## config.mk

```make
export PLATFORM = sky130hd
export DESIGN_NAME = wb_queue
export DESIGN_NICKNAME = d
export VERILOG_FILES = /design/src/rtl/wb_queue.sv
export SDC_FILE = /design/constraint.sdc
export NUM_CORES = 1
export LEC_CHECK = 0
export BUFFER_PORTS_ARGS = -buffer_cell sky130_fd_sc_hd__buf_2
export CAP_MARGIN = 25
export CORE_ASPECT_RATIO = 2
export CORE_MARGIN = 10
export CORE_UTILIZATION = 40
export DETAILED_ROUTE_END_ITERATION = 12
export MAX_ROUTING_LAYER = met4
export PLACE_DENSITY = 0.62
export RECOVER_POWER = 100
export SLEW_MARGIN = 10
export SYNTH_ARGS = -nofsm -noshare
export SYNTH_HDL_FRONTEND = slang
export SYNTH_SLANG_ARGS = --single-unit
```

## constraint.sdc

```tcl
create_clock -name clk -period 5.8 [get_ports clk]
set_clock_uncertainty 0.15 [all_clocks]
set_input_delay 1.45 -clock clk [delete_from_list [all_inputs] [get_ports clk]]
set_output_delay 1.45 -clock clk [all_outputs]
set_load 0.05 [all_outputs]
```

## src/rtl/wb_queue.sv

```systemverilog
// rtl/wb_queue.sv - in-order writeback queue feeding the integer regfile write port
//
// Purpose:
//   Accepts register write requests from the load unit (mem_*) and the ALU (alu_*),
//   keeps them in a small in-order queue, and retires one per cycle onto the regfile
//   write port (we3/wa3/wd3). A per-register pending bitmap is exported for hazard checks.
//   When both sources enqueue in the same cycle, the mem entry is the older of the two.
//   Writes to register 0 complete the handshake but are never stored.
//
// Optional feature (macro WB_FORWARD_EN):
//   Adds read-port lookups ra1/ra2 returning fwdN_hit/fwdN_data from the youngest
//   queued entry that targets the same register. Absent when the macro is undefined.
//
// Ports:
//   clk                 in   clock, all state updates on rising edge
//   reset               in   synchronous reset, active-high
//   mem_valid/ready     in/out load-unit request handshake
//   mem_addr/mem_data   in   load-unit destination register / data
//   alu_valid/ready     in/out ALU request handshake
//   alu_addr/alu_data   in   ALU destination register / data
//   wb_hold             in   1 = regfile port borrowed, do not retire this cycle
//   we3/wa3/wd3         out  regfile write enable / address / data
//   pending             out  bit r set while a queued entry targets register r
//   ra1/ra2             in   (WB_FORWARD_EN) lookup addresses
//   fwd1_hit/fwd2_hit   out  (WB_FORWARD_EN) a queued entry targets raN
//   fwd1_data/fwd2_data out  (WB_FORWARD_EN) data of the youngest matching entry

module wb_queue #(
  parameter int BANK_WIDTH = 5,
  parameter int WIDTH      = 64,
  parameter int DEPTH      = 4
) (
  input  logic                       clk,
  input  logic                       reset,
  input  logic                       mem_valid,
  output logic                       mem_ready,
  input  logic [BANK_WIDTH-1:0]      mem_addr,
  input  logic [WIDTH-1:0]           mem_data,
  input  logic                       alu_valid,
  output logic                       alu_ready,
  input  logic [BANK_WIDTH-1:0]      alu_addr,
  input  logic [WIDTH-1:0]           alu_data,
  input  logic                       wb_hold,
  output logic                       we3,
  output logic [BANK_WIDTH-1:0]      wa3,
  output logic [WIDTH-1:0]           wd3,
  output logic [(1<<BANK_WIDTH)-1:0] pending
`ifdef WB_FORWARD_EN
  ,
  input  logic [BANK_WIDTH-1:0]      ra1,
  input  logic [BANK_WIDTH-1:0]      ra2,
  output logic                       fwd1_hit,
  output logic                       fwd2_hit,
  output logic [WIDTH-1:0]           fwd1_data,
  output logic [WIDTH-1:0]           fwd2_data
`endif
);

  localparam int NREG  = 1 << BANK_WIDTH;
  localparam int PTR_W = (DEPTH > 1) ? $clog2(DEPTH) : 1;
  localparam int CNT_W = PTR_W + 1;
  localparam logic [CNT_W-1:0] C_DEPTH_M1 = CNT_W'(DEPTH - 1);
  localparam logic [CNT_W-1:0] C_DEPTH_M2 = CNT_W'(DEPTH - 2);

  // Entry storage. Payload is not reset: an entry only matters while its r_vld bit is set.
  logic [BANK_WIDTH-1:0] r_addr [DEPTH];
  logic [WIDTH-1:0]      r_data [DEPTH];
  logic [DEPTH-1:0]      r_vld;
  logic [PTR_W-1:0]      r_wr_ptr;
  logic [PTR_W-1:0]      r_rd_ptr;
  logic [CNT_W-1:0]      r_count;

  logic                  w_mem_ready;
  logic                  w_alu_ready;
  logic                  w_empty;
  logic                  w_pop;
  logic                  w_mem_store;
  logic                  w_alu_store;
  logic [PTR_W-1:0]      w_alu_ptr;
  logic [DEPTH-1:0]      w_vld_next;
  logic [NREG-1:0]       w_pending;

  // Readiness looks only at the registered count, so a slot freed by this cycle's drain
  // is not reused until the next cycle. The ALU may take the last free slot only when the
  // load unit is not also asking for it.
  always_comb begin
    w_mem_ready = !reset && (r_count <= C_DEPTH_M1);
    w_alu_ready = !reset && ((r_count <= C_DEPTH_M2) ||
                             ((r_count == C_DEPTH_M1) && !mem_valid));
  end

  always_comb begin
    w_empty     = (r_count == '0);
    w_pop       = !reset && !w_empty && !wb_hold;
    w_mem_store = mem_valid && w_mem_ready && (mem_addr != '0);
    w_alu_store = alu_valid && w_alu_ready && (alu_addr != '0);
    // The ALU entry lands behind the mem entry when both are stored this cycle.
    w_alu_ptr   = r_wr_ptr + PTR_W'(w_mem_store);
  end

  // Valid bits: a popped slot is never the slot being written, since stores only go to
  // free slots and the head slot is occupied whenever a pop happens.
  always_comb begin
    w_vld_next = r_vld;
    if (w_pop)       w_vld_next[r_rd_ptr]  = 1'b0;
    if (w_mem_store) w_vld_next[r_wr_ptr]  = 1'b1;
    if (w_alu_store) w_vld_next[w_alu_ptr] = 1'b1;
  end

  always_ff @(posedge clk) begin
    if (reset) begin
      r_wr_ptr <= '0;
      r_rd_ptr <= '0;
      r_count  <= '0;
      r_vld    <= '0;
    end else begin
      r_wr_ptr <= r_wr_ptr + PTR_W'(w_mem_store) + PTR_W'(w_alu_store);
      r_rd_ptr <= r_rd_ptr + PTR_W'(w_pop);
      r_count  <= r_count + CNT_W'(w_mem_store) + CNT_W'(w_alu_store) - CNT_W'(w_pop);
      r_vld    <= w_vld_next;
    end
  end

  // Stores are already blocked during reset through the ready terms.
  always_ff @(posedge clk) begin
    if (w_mem_store) begin
      r_addr[r_wr_ptr] <= mem_addr;
      r_data[r_wr_ptr] <= mem_data;
    end
    if (w_alu_store) begin
      r_addr[w_alu_ptr] <= alu_addr;
      r_data[w_alu_ptr] <= alu_data;
    end
  end

  // An entry stays pending through the cycle it is presented on we3 and clears once popped.
  always_comb begin
    w_pending = '0;
    for (int i = 0; i < DEPTH; i++) begin
      if (r_vld[i]) w_pending[r_addr[i]] = 1'b1;
    end
    w_pending[0] = 1'b0;
  end

  always_comb begin
    mem_ready = w_mem_ready;
    alu_ready = w_alu_ready;
    we3       = w_pop;
    pending   = reset ? '0 : w_pending;
    if (reset || w_empty) begin
      wa3 = '0;
      wd3 = '0;
    end else begin
      wa3 = r_addr[r_rd_ptr];
      wd3 = r_data[r_rd_ptr];
    end
  end

`ifdef WB_FORWARD_EN
  logic [WIDTH:0]   w_fwd1;
  logic [WIDTH:0]   w_fwd2;
  logic [PTR_W-1:0] w_idx;

  // Walk from oldest to youngest so the last match seen is the youngest entry.
  always_comb begin
    w_fwd1 = '0;
    w_fwd2 = '0;
    w_idx  = '0;
    for (int k = 0; k < DEPTH; k++) begin
      w_idx = r_rd_ptr + PTR_W'(k);
      if (r_vld[w_idx] && (ra1 != '0) && (r_addr[w_idx] == ra1))
        w_fwd1 = {1'b1, r_data[w_idx]};
      if (r_vld[w_idx] && (ra2 != '0) && (r_addr[w_idx] == ra2))
        w_fwd2 = {1'b1, r_data[w_idx]};
    end
  end

  always_comb begin
    fwd1_hit  = w_fwd1[WIDTH];
    fwd1_data = w_fwd1[WIDTH-1:0];
    fwd2_hit  = w_fwd2[WIDTH];
    fwd2_data = w_fwd2[WIDTH-1:0];
  end
`endif

endmodule

```

### After elaboration in Yosys (flattened, before gate mapping)

Memory sizes are Yosys's and may differ from the RTL's. A register that Yosys moved wholly into a read port is not among the register bits.
Index checks and enable logic that the tools add are counted.

| cells by class | value |
|---|---|
| $add $sub $neg | 6 |
| $lt $le $gt $ge | 16 |
| equality and inequality tests | 1 |
| multiplexer cells | 30 |
| bitwise operators | 7 |
| reduce and logical (&&, ||, !) cells | 25 |

Operators by type and width:

| cell | count |
|---|---|
| $mux W32 | 5 |
| $or A32 B32 Y32 | 3 |
| $mux W64 | 1 |
| $lt A5 B6 Y1 const B | 4 |
| $demux W1 S5 | 4 |
| $ge A5 B1 Y1 const B | 4 |
| $logic_and A1 B1 Y1 | 16 |
| $mux W4 | 3 |
| $mux W1 | 11 |
| $reduce_bool A5 Y1 | 2 |
| $lt A2 B3 Y1 const B | 3 |
| $or A4 B4 Y4 | 2 |
| $add A2 B1 Y2 | 3 |
| $add A3 B1 Y3 | 2 |
| $demux W1 S2 | 3 |
| $ge A2 B1 Y1 const B | 3 |
| $le A3 B2 Y1 const B | 2 |
| $mux W5 | 1 |
| $and A4 B4 Y4 | 1 |
| $logic_not A1 Y1 | 4 |
| $mux W2 | 2 |
| $not A4 Y4 | 1 |
| $eq A3 B2 Y1 const B | 1 |
| $logic_not A3 Y1 | 1 |
| other kinds (2) | 3 |

| storage, ports and cells | value |
|---|---|
| flip-flop bits (word level) | 11 |
| bits in writable memories | 276 |
| bits of input ports | 143 |
| output and inout port bits | 104 |
| memories | 2 |

Memory list:

| memory | words | bits a word | read ports | clocked after memory_dff | write ports | line | source |
|---|---|---|---|---|---|---|---|
| r_data | 4 | 64 | 1 | 1 | 2 | 67 | `logic [WIDTH-1:0] r_data [DEPTH];` |
| r_addr | 4 | 5 | 5 | 1 | 2 | 66 | `logic [BANK_WIDTH-1:0] r_addr [DEPTH];` |

### Longest topological paths before layout

An unclocked memory read counts as a cell.

| depth | value |
|---|---|
| depth after elaboration | 13 |
| gate-level depth with buffers | 11 |

### Worst setup path after synthesis

No wires, ideal clock.

| timing path | value |
|---|---|
| path type | input-to-reg |
| from | in reset |
| to | mem r_addr[0][0] (enable) |
| library setup time | 0.426 ns |
| data arrival time | 6.037 ns |
| data required time | 5.224 ns |
| path slack | -0.813 ns |
| stages | 10 |
| buffers on the path | 2 |
| cells stage by stage | buf_2 a311oi_1 nand3_1 clkinv_1 ha_1 nor2b_1 nand2_1 nor4_4 buf_6 a21o_1 |

RTL lines:

| item | line | source |
|---|---|---|
| start, declared | 34 | `input logic reset,` |
| end, declared | 66 |  |

==> results by group <==
Run status
  • Status: finished, violations left
  • Failing checks: max-capacitance violations, max-slew violations

Setup path
  • Slowest library cell on the worst path: dfxtp_2
  • Critical path cell sequence: buf_4 -> mux4_2 -> nor2b_1 -> clkbuf_1
  • Slowest stage delay, CP: 1.38 ns
  • CP bufs+invs: 2
  • Crit path launch type: flop
  • Setup CP Type: reg2out
  • Worst Path Arrival: 3.49 ns
  • Setup crit end kind: output pin
  • Max Fanout on Critical Path: 52
  • Crit path required time: 4.20 ns
  • Family with the most delay on the worst path: flip-flops

Place
  • Pre-CTS setup slack: between 1 and 1.5 ns
  • IO Port Bufs: between 200 and 250
  • DPL Wire Length: 30.2 mm
  • Placed standard-cell area: about 18000 µm²
  • Placer Congestion: 1.03

Floorplanning
  • Chip height: 301 µm
  • Floorplan core area: 39300 µm²
  • Die X: ~160 µm
  • Starting Density: 0.403
  • # IOs: 247
  • Die area: 48500 µm²
  • # rows: ~100

Timing
  • Final setup TNS: 0 ns
  • Period Utilization, post-route: 0.878
  • Slew headroom: -0.0504
  • RSZ-0062 raised after global routing: false
  • Fin. max-slew vios: 53
  • Slew @ Worst Pin: 1.58 ns
  • Worst setup margin: a little over 0.7 ns
  • Final Hold Fails: 0
  • Max Clk Rate: roughly 200 MHz
  • Final Setup Violations: 0
  • Crit path time final: between 5 and 6 ns

Routing
  • Final ANT Viol Nets: 0
  • Starting DRC count in detailed routing: about 630
  • Routed wire length: 46.3 mm
  • Wire length per cell: 26.0 µm
  • Routed vias: 10000
  • DRC viols: 0
  • 1st-pass router iterations: 5
  • Vias/cell: 5.60

Global routing
  • GRT overflow: 0
  • Number of global-route vias before repair: 11000
  • Pin count of the biggest net entering global routing: 71
  • GR Util All Layers: 0.190
  • Antenna violations before repair: 6
  • First-pass GRT wire length: between 60 and 70 mm

Logic synthesis
  • Mean Syn Cell Area: between 15 and 20 µm²
  • Share of flip-flops with an asynchronous set or reset: 0
  • Most used DFF post-synth: edfxtp_1
  • Synth top area share: 0.523
  • Synth Cell Area: between 15000 and 20000 µm²
  • EDFF count, synth: 276
  • Synth area leader: edfxtp_1
  • Largest cells by area after synthesis: edfxtp_1 (52%), mux2_2 (18%), mux4_2 (9.8%), nor2b_1 (2.9%), mux2_4 (2.6%)
  • Syn_nets: 1168
  • Sequential area share after synthesis: 0.537
  • Syn Inst Count: 1017
  • Register bit total from synthesis: 287
  • Unique masters post-synth: 49
  • Synthesis Warnings: 0

Clock tree
  • CTS resizes: 0
  • Clock slew at reported path FFs: 0.06 ns
  • Post-CTS Setup Bufs: 0
  • CTS Buf Count: 26
  • Clock tree sinks: 287
  • Later-pin clock latency in the skew report: 0.53 ns
  • H-tree depth: 1
  • CTS tree: built
  • Hold_buf cts: 0
  • Max Buffers Root-to-Sink: 3
  • CTS Root Buffer Type: clkbuf_16

Power
  • Leakage power figure: 5.74 nW
  • Peak VDD IR: between 0.2 and 0.3 mV
  • PwrDens: ~380 nW/µm²
  • Final total power: 6.83 mW

Finish
  • Area Growth Syn to Fin: 14.0%
  • Post-route cell area: 18100 µm²
  • Share of cells above drive strength 1: 0.423
  • Commonest non-fill, non-tap cell in the layout: edfxtp_1
  • Commonest cells after routing, fill and taps aside: edfxtp_1 (276), mux2_2 (248), buf_2 (146)
  • Fin nets: 1387

Min path
  • Hold Crit Class: reg2reg

Run
  • Maximum Capacitance Violations: 1
==> cells by family after synthesis <==
| family | share of synthesized area |
|---|---|
| other cells | 0.000237 |
| fa+ha+maj | 0.00727 |
| xor+xnor | 0.00324 |
| simple gates | 0.0725 |
| mux | 0.301 |
| compound gates | 0.0441 |
| flops | 0.537 |
| buf+inv | 0.0350 |
==> per-layer routing <==
metal,wire [µm],vias to the layer above,track usage
li1,-,4480,-
met1,17400,5074,0.202
met2,25600,348,0.350
met3,1670,101,0.0201
met4,1750,0,0.0800
met5,0,-,-
==> worst min-delay path, delay by kind of cell, from the launching register on <==
kind	cells	cell delay [ns]
flops	1	0.35
fa+ha+maj	1	0.18
buf+inv	1	0.10
simple gates	1	0.04
==> registers in the layout, indices dropped and copies added (netlist names) <==
signal,flops
r_addr,20
r_count,3
r_data,256
r_rd_ptr,2
r_vld,4
r_wr_ptr,2
==> synth_stat cells (2+ instances only) <==
| library cell | n |
|---|---|
| a211oi_1 | 2 |
| a21oi_1 | 32 |
| a221oi_1 | 8 |
| a22oi_1 | 37 |
| a311o_1 | 3 |
| a31o_2 | 3 |
| and3_1 | 7 |
| and3b_1 | 5 |
| buf_1 | 2 |
| buf_2 | 8 |
| buf_6 | 29 |
| clkbuf_1 | 34 |
| dfxtp_1 | 11 |
| edfxtp_1 | 276 |
| fa_1 | 2 |
| ha_1 | 6 |
| inv_1 | 11 |
| mux2_2 | 249 |
| mux2_4 | 27 |
| mux4_2 | 69 |
| nand2_1 | 14 |
| nand3_1 | 6 |
| nand3b_1 | 9 |
| nor2_1 | 36 |
| nor2b_1 | 73 |
| nor3_1 | 9 |
| nor3b_1 | 15 |
| nor4_4 | 4 |
| o22ai_1 | 6 |
| o41ai_1 | 2 |
| or3b_2 | 2 |
| xnor2_1 | 3 |
==> per-stage QoR <==
step / cells / hold slack [ns] / util
after floorplan: 1017 / 0.408 / -
after global placement: 1733 / 0.530 / 0.446
after detailed placement: 1733 / 0.558 / 0.446
after CTS: 1780 / 0.571 / 0.465
after global routing: 1785 / 0.625 / 0.459
final: 1785 / 0.559 / 0.459
==> final cells by class <==
cell class | instances | area (µm²)
fillers | 3627 | 21200
flip-flops and latches | 287 | 8510
multi-input cells | 644 | 6720
repair buffers | 265 | 1360
clock buffers | 37 | 713
well taps | 525 | 657
inverters | 12 | 45.0
clock inverters | 10 | 43.8
diodes | 5 | 12.5
==> final timing paths <==
path / cells past startpoint / end / slack [ns] / from
worst max-delay path: 4 / wd3[35] / 0.71 / r_rd_ptr[1]$_SDFF_PP0_
worst min-delay path: 3 / r_count[0]$_SDFF_PP0_ / 0.56 / r_count[0]$_SDFF_PP0_
worst max register to register: 11 / r_data[3][41]$_DFFE_PP_ / 2.11 / r_count[2]$_SDFF_PP0_
worst min register to register: 3 / r_count[0]$_SDFF_PP0_ / 0.56 / r_count[0]$_SDFF_PP0_
==> power breakdown <==
part	switching, mW	leakage, nW	total [mW]	internal (mW)
registers	0.175	2.61	2.87	2.69
logic	1.51	2.76	2.35	0.840
clock network	0.754	0.372	1.61	0.853
Note: power is estimated with default switching activity, not from simulation.
